**config.mk**
```make
export PLATFORM = sky130hd
export DESIGN_NAME = config_manager_n
export DESIGN_NICKNAME = d
export VERILOG_FILES = /design/src/rtl/config_pkg.sv /design/src/rtl/config_timeout_counter.sv /design/src/rtl/config_manager_n.sv
export SDC_FILE = /design/constraint.sdc
export NUM_CORES = 1
export LEC_CHECK = 0
export BUFFER_PORTS_ARGS = -buffer_cell sky130_fd_sc_hd__buf_2
export CAP_MARGIN = 20
export CORE_MARGIN = 2
export CORE_UTILIZATION = 25
export CTS_BUF_LIST = sky130_fd_sc_hd__clkbuf_8
export CTS_CLUSTER_SIZE = 14
export DETAILED_ROUTE_END_ITERATION = 16
export PLACE_DENSITY = 0.43
export SLEW_MARGIN = 30
export SYNTH_ARGS = -nofsm -noshare
export SYNTH_HDL_FRONTEND = slang
export SYNTH_SLANG_ARGS = --single-unit
```
**constraint.sdc**
```tcl
create_clock -name clock -period 3.1 [get_ports clock]
set_input_delay 0.31 -clock clock [delete_from_list [all_inputs] [get_ports clock]]
set_output_delay 0.31 -clock clock [all_outputs]
set_load 0.02 [all_outputs]
```
**src/rtl/config_pkg.sv**
```systemverilog
// Shared types and constants for the framed limit-configuration manager.
package config_pkg;

  typedef enum logic [2:0] {
    ST_IDLE     = 3'd0,
    ST_WAIT_HDR = 3'd1,
    ST_RECV     = 3'd2,
    ST_WAIT_CHK = 3'd3,
    ST_CHECK    = 3'd4,
    ST_COMMIT   = 3'd5,
    ST_DONE     = 3'd6,
    ST_ERRO     = 3'd7
  } state_t;

  localparam logic [2:0] ERR_NONE     = 3'd0;
  localparam logic [2:0] ERR_RX       = 3'd1;
  localparam logic [2:0] ERR_TIMEOUT  = 3'd2;
  localparam logic [2:0] ERR_CHECKSUM = 3'd3;
  localparam logic [2:0] ERR_ORDER    = 3'd4;

  localparam logic [7:0] DEFAULT_HEADER = 8'hA5;

  function automatic int bytes_per_word(input int lim_w);
    return (lim_w + 7) / 8;
  endfunction

endpackage

```
**src/rtl/config_timeout_counter.sv**
```systemverilog
// Inter-byte idle counter: flags expiry once TIMEOUT_CYC-1 idle clocks have elapsed.
module config_timeout_counter #(
  parameter int TIMEOUT_CYC = 5000000
) (
  input  logic clock,
  input  logic reset,
  input  logic clear,
  input  logic enable,
  output logic expired
);

  localparam int CW = $clog2(TIMEOUT_CYC);

  logic [CW-1:0] cnt;

  assign expired = (cnt == CW'(TIMEOUT_CYC - 1));

  always_ff @(posedge clock or negedge reset) begin
    if (!reset) begin
      cnt <= '0;
    end else if (clear) begin
      cnt <= '0;
    end else if (enable && !expired) begin
      cnt <= cnt + CW'(1);
    end
  end

endmodule

```
**src/rtl/config_manager_n.sv**
```systemverilog
// Parses one framed config packet into shadow words and commits them atomically.
// Optional build macro CFG_ORDER_CHECK_EN adds a non-decreasing temperature-limit check.
module config_manager_n
  import config_pkg::*;
#(
  parameter int         N_TEMP      = 7,
  parameter int         LIM_W       = 16,
  parameter int         TIMEOUT_CYC = 5000000,
  parameter logic [7:0] HEADER      = DEFAULT_HEADER
) (
  input  logic                    clock,
  input  logic                    reset,
  input  logic                    receber_config,
  input  logic [7:0]              rx_data,
  input  logic                    rx_valid,
  input  logic                    rx_erro,
  output logic [N_TEMP*LIM_W-1:0] temp_lim_flat,
  output logic [LIM_W-1:0]        umidade_lim,
  output logic                    pronto_config,
  output logic                    erro_config,
  output logic [2:0]              erro_codigo,
  output logic [2:0]              db_estado,
  output logic [7:0]              db_byte_count
);

  localparam int BPW  = bytes_per_word(LIM_W);
  localparam int WI_W = $clog2(N_TEMP + 1);

  state_t            state, state_next;
  logic [LIM_W-1:0]  shadow [0:N_TEMP];
  logic [LIM_W-1:0]  lim    [0:N_TEMP];
  logic [7:0]        acc, chk_byte, byte_count;
  logic [2:0]        byte_idx;
  logic [WI_W-1:0]   word_idx;
  logic [2:0]        err_code;
  logic              start, take_byte, take_chk, err_set;
  logic              waiting, expired, last_byte;

  assign waiting   = (state == ST_WAIT_HDR) || (state == ST_RECV) || (state == ST_WAIT_CHK);
  assign last_byte = (byte_idx == 3'(BPW - 1)) && (word_idx == WI_W'(N_TEMP));

  // Any accepted byte restarts the idle window; outside the receive states it stays parked at 0.
  config_timeout_counter #(.TIMEOUT_CYC(TIMEOUT_CYC)) u_timeout (
    .clock   (clock),
    .reset   (reset),
    .clear   (rx_valid || !waiting),
    .enable  (waiting),
    .expired (expired)
  );

`ifdef CFG_ORDER_CHECK_EN
  logic order_ok;
  always_comb begin
    order_ok = 1'b1;
    for (int k = 2; k <= N_TEMP; k++) begin
      if (shadow[WI_W'(k)] < shadow[WI_W'(k - 1)]) order_ok = 1'b0;
    end
  end
`endif

  always_ff @(posedge clock or negedge reset) begin
    if (!reset) state <= ST_IDLE;
    else        state <= state_next;
  end

  always_comb begin
    state_next = state;
    start      = 1'b0;
    take_byte  = 1'b0;
    take_chk   = 1'b0;
    err_set    = 1'b0;
    err_code   = ERR_NONE;
    case (state)
      ST_IDLE, ST_ERRO: begin
        if (receber_config) begin
          state_next = ST_WAIT_HDR;
          start      = 1'b1;
        end
      end
      ST_WAIT_HDR, ST_RECV, ST_WAIT_CHK: begin
        if (rx_valid && rx_erro) begin
          err_set  = 1'b1;
          err_code = ERR_RX;
        end else if (rx_valid) begin
          case (state)
            ST_WAIT_HDR: if (rx_data == HEADER) state_next = ST_RECV;
            ST_RECV: begin
              take_byte = 1'b1;
              if (last_byte) state_next = ST_WAIT_CHK;
            end
            default: begin
              take_chk   = 1'b1;
              state_next = ST_CHECK;
            end
          endcase
        end else if (expired) begin
          err_set  = 1'b1;
          err_code = ERR_TIMEOUT;
        end
      end
      ST_CHECK: begin
        if (chk_byte != acc) begin
          err_set  = 1'b1;
          err_code = ERR_CHECKSUM;
        end
`ifdef CFG_ORDER_CHECK_EN
        else if (!order_ok) begin
          err_set  = 1'b1;
          err_code = ERR_ORDER;
        end
`endif
        else state_next = ST_COMMIT;
      end
      ST_COMMIT: state_next = ST_DONE;
      ST_DONE:   state_next = ST_IDLE;
      default:   state_next = ST_IDLE;
    endcase
    if (err_set) state_next = ST_ERRO;
  end

  // Big-endian shift; bytes beyond LIM_W fall off the top of the word.
  always_ff @(posedge clock) begin
    if (take_byte) shadow[word_idx] <= LIM_W'({shadow[word_idx], rx_data});
  end

  always_ff @(posedge clock or negedge reset) begin
    if (!reset) begin
      acc         <= '0;
      chk_byte    <= '0;
      byte_count  <= '0;
      byte_idx    <= '0;
      word_idx    <= '0;
      erro_config <= 1'b0;
      erro_codigo <= ERR_NONE;
      for (int i = 0; i <= N_TEMP; i++) lim[i] <= '0;
    end else begin
      if (start) begin
        acc         <= '0;
        byte_count  <= '0;
        byte_idx    <= '0;
        word_idx    <= '0;
        erro_config <= 1'b0;
        erro_codigo <= ERR_NONE;
      end
      if (take_byte) begin
        acc        <= acc ^ rx_data;
        byte_count <= byte_count + 8'd1;
        if (byte_idx == 3'(BPW - 1)) begin
          byte_idx <= '0;
          word_idx <= word_idx + WI_W'(1);
        end else begin
          byte_idx <= byte_idx + 3'd1;
        end
      end
      if (take_chk) chk_byte <= rx_data;
      if (err_set) begin
        erro_config <= 1'b1;
        erro_codigo <= err_code;
      end
      if (state == ST_COMMIT) begin
        for (int i = 0; i <= N_TEMP; i++) lim[i] <= shadow[i];
      end
    end
  end

  for (genvar k = 0; k < N_TEMP; k++) begin : g_flat
    assign temp_lim_flat[k*LIM_W +: LIM_W] = lim[k+1];
  end

  assign umidade_lim   = lim[0];
  assign pronto_config = (state == ST_DONE);
  assign db_estado     = state;
  assign db_byte_count = byte_count;

endmodule

```
==> results.yml <==
placed_design:
  hpwl_mm: 22.5
  dp.cells: 1606
  numPortBuffers: 155
  place_ws_ps: 767
  place_congestion: 0.761
synthesis:
  synthArstFlopShare_pct: 59.4
  syn_inst: 796
  ys_top_cells_by_count: "dfrtp_1, mux2_2, edfxtp_1, nand2_1, nor2_1"
  synthAdderAreaFrac_pct: 0.407
  synth_seq_cells: 315
  synthFlopType: "dfrtp_1"
  synthTopCellsByArea: "dfrtp_1, edfxtp_1, mux2_2, nand3_1, mux4_2"
  yosys_warnings: 0
  yosysUniqueCellTypes: 61
  syn_nets: 813
  synth_top_family_by_area: "multiplexers"
  synth_xor_area_share_pct: 1.71
  ys_seq_area_share_pct: 69.4
  synth.most_common_cell: "dfrtp_1"
  synthMuxAreaShare_pct: 15.4
  synth_largest_area_cell: "dfrtp_1"
  syn_area_um2: 12300
  synth_compound_area_share_pct: 4.20
  synth-edff-count: 128
  yosys.area.top_type_share_pct: 38.1
  avgSynthCellArea_um2: 15.4
  synthSimpleGateAreaFrac_pct: 7.48
worst_setup_path:
  reg2reg_depth: 4
  r2r_end: "shadow[1][8]"
  cp-start-kind: "flop"
  rr_startpoint: "db_estado[0]"
  critPathKind: "reg2reg"
  crit_chain: "inv_1, nand2_1, nor4b_4, buf_4"
  cpPeakStageDelay_ps: 500
  critical_path_required_ps: 3410
  arrival_ps: 2660
  worst_path_max_delay_cell: "dfrtp_1"
  r2r_slack_ps: 750
  critical_path.max_fanout: 15
  critPathCaptureType: "flop"
  critPathBufInv: 2
  cpLargestDelayFamily: "simple AND/OR/NAND/NOR gates"
global_routing:
  grt_usage_pct: 13.2
  grt_max_degree: 77
  antenna_found_initial: 1
  grt_pass1_wl_mm: 50.2
  grt_overflow: 0
  grt_pass1_vias: 7688
power:
  power.total_mw: 14.4
  p_switching_mw: 5.09
  seq_power_share_pct: 42.5
  intPower_mw: 9.36
  cellPowerDensity_nw_per_um2: 952
  power_leakage_nw: 6.08
  p_comb_share_pct: 31.8
  switching_share_pct: 35.2
  clock_power_share_pct: 25.8
  ir_worst_vdd_uv: 399
hold_path:
  holdPathStages: 1
  min_to: "shadow[1][3]"
  min_from: "rx_data[3]"
  hp-class: "in2reg"
floorplan:
  chipWidth_um: 226
  core_area_um2: 48700
  io_pins: 157
  die_y_um: 226
  die_area_um2: 50900
  rows: 81
  initial_utilization_pct: 25.2
timing:
  fin_ws_ps: 753
  max_slew_margin_pct: 44.8
  final.setup.tns_ps: 0
  setup_viol: 0
  hold_slack_ps: 68.8
  period_share_pct: 75.7
  slew_violations: 0
  rsz0062_at_grt: "no"
  min_period_ps: 2350
  clock_skew_ps: 19.1
  tightestPinTransition_ps: 819
  hold_viol: 0
  fmax_ghz: 0.426
drt:
  routed_wl_mm: 33.2
  vias: 7415
  drc: 0
  wl_per_cell_um: 19.4
  first_iter_violations: 416
  dr.pass1.iters: 6
  post_drt_via_cell_ratio: 4.32
  ant_nets: 0
clocking:
  clkTransAtPathRegs_ps: 60
  clock_latency_ps: 630
  clock_sinks: 315
  htreeDepth: 2
  cts_made_buffers: 57
  cts_resized: 0
  cts_buffer_depth: 3
  cts-root-buf: "clkbuf_8"
  tritoncts: "done"
layout:
  area_delta_synth_final_pct: 23.5
  nets: 1020
  diodes: 0
  nFillCells: 4887
  final_cells: 1715
  register_area_um2: 8520
  multi_input_area_um2: 3650
  drive_gt1_share_pct: 40.6
outcome:
  outcome: "complete, no violations"
run:
  cap_violations: 0
sequential cells by signal, summed over array words and instances, names as in the netlist:
register / count
umidade_lim: 16
u_timeout.cnt: 23
shadow: 128
chk_byte: 8
erro_config: 1
erro_codigo: 2
word_idx: 3
db_estado: 3
temp_lim_flat: 112
db_byte_count: 8
byte_idx: 3
acc: 8
cell type report:
cell class / instances / share of cell area [%]
inverters: 8 / 0.198
clock buffers: 62 / 5.62
clock inverters: 45 / 1.54
flip-flops and latches: 315 / 56.2
multi-input cells: 436 / 24.0
repair buffers: 185 / 6.94
well taps: 664 / 5.48
routing by layer:
| metal | track usage [%] | routed length, µm | up-vias |
|---|---|---|---|
| li1 | - | - | 3405 |
| met1 | 18.1 | 15300 | 3771 |
| met2 | 20.6 | 15400 | 183 |
| met3 | 3.11 | 1770 | 54 |
| met4 | 4.21 | 717 | 2 |
| met5 | 0 | 11 | - |
logic make-up after synthesis:
logic type,count (synthesis)
other,1
AOI/OAI and AO/OA,79
DFF,315
adders and majority gates,4
and+or+nand+nor,165
muxes,163
xor gates and xnor gates,24
buffers and inverters,45
layout by cell type (no fill, tap or decap), drive strengths merged, types with 3 or more instances in the layout:
master and n:
xnor2 15, or3 10, mux2i 13, nor3b 3
a41oi 3, nand3b 3, nor3 9, a21oi 16
and2 7, nand4 14, mux4 6, nor2b 3
nor2 28, nor4 6, clkbuf 63, nor4b 3
mux2 144, xor2 9, a22oi 3, a211oi 5
a221oi 3, ha 4, inv 25, clkinv 27
dfrtp 187, or4 5, nand2 34, buf 182
o21ai 23, nand2b 4, o211ai 3, nand3 27
a31oi 5, edfxtp 128
through the flow:
step / util (%) / area (µm²)
2_1_floorplan: - / 12300
3_3_place_gp: 28.8 / 14100
3_5_place_dp: 28.8 / 14100
4_1_cts: 31.1 / 15200
5_1_grt: 31.1 / 15200
6_report: 31.1 / 15200
power by group through the flow:
stage	Clock, mW	Sequential, mW	Combinational [mW]
after floorplan	0	7.14	2.02
after global placement	0	6.21	4.63
after detailed placement	0	6.23	4.67
after CTS	3.88	6.16	4.69
after global routing	4.08	6.29	4.98
final	3.72	6.13	4.59
repair_timing:
item | CTS | global route
buffers inserted | 0 | 0
hold buffers | 2 | 0
hold endpoints to repair | 70 | 0
how the worst max path moves through the flow:
stage                         end  depth (start not counted)          from
detailed placement  shadow[1][10]                          4  db_estado[0]
finish               shadow[1][8]                          4  db_estado[0]
global placement     shadow[1][8]                          4  db_estado[0]
CTS                 shadow[7][15]                          4   word_idx[0]
global route         shadow[1][7]                          4  db_estado[0]
floorplan            shadow[3][0]                          5  db_estado[2]
(Power assumes the default switching activity.)
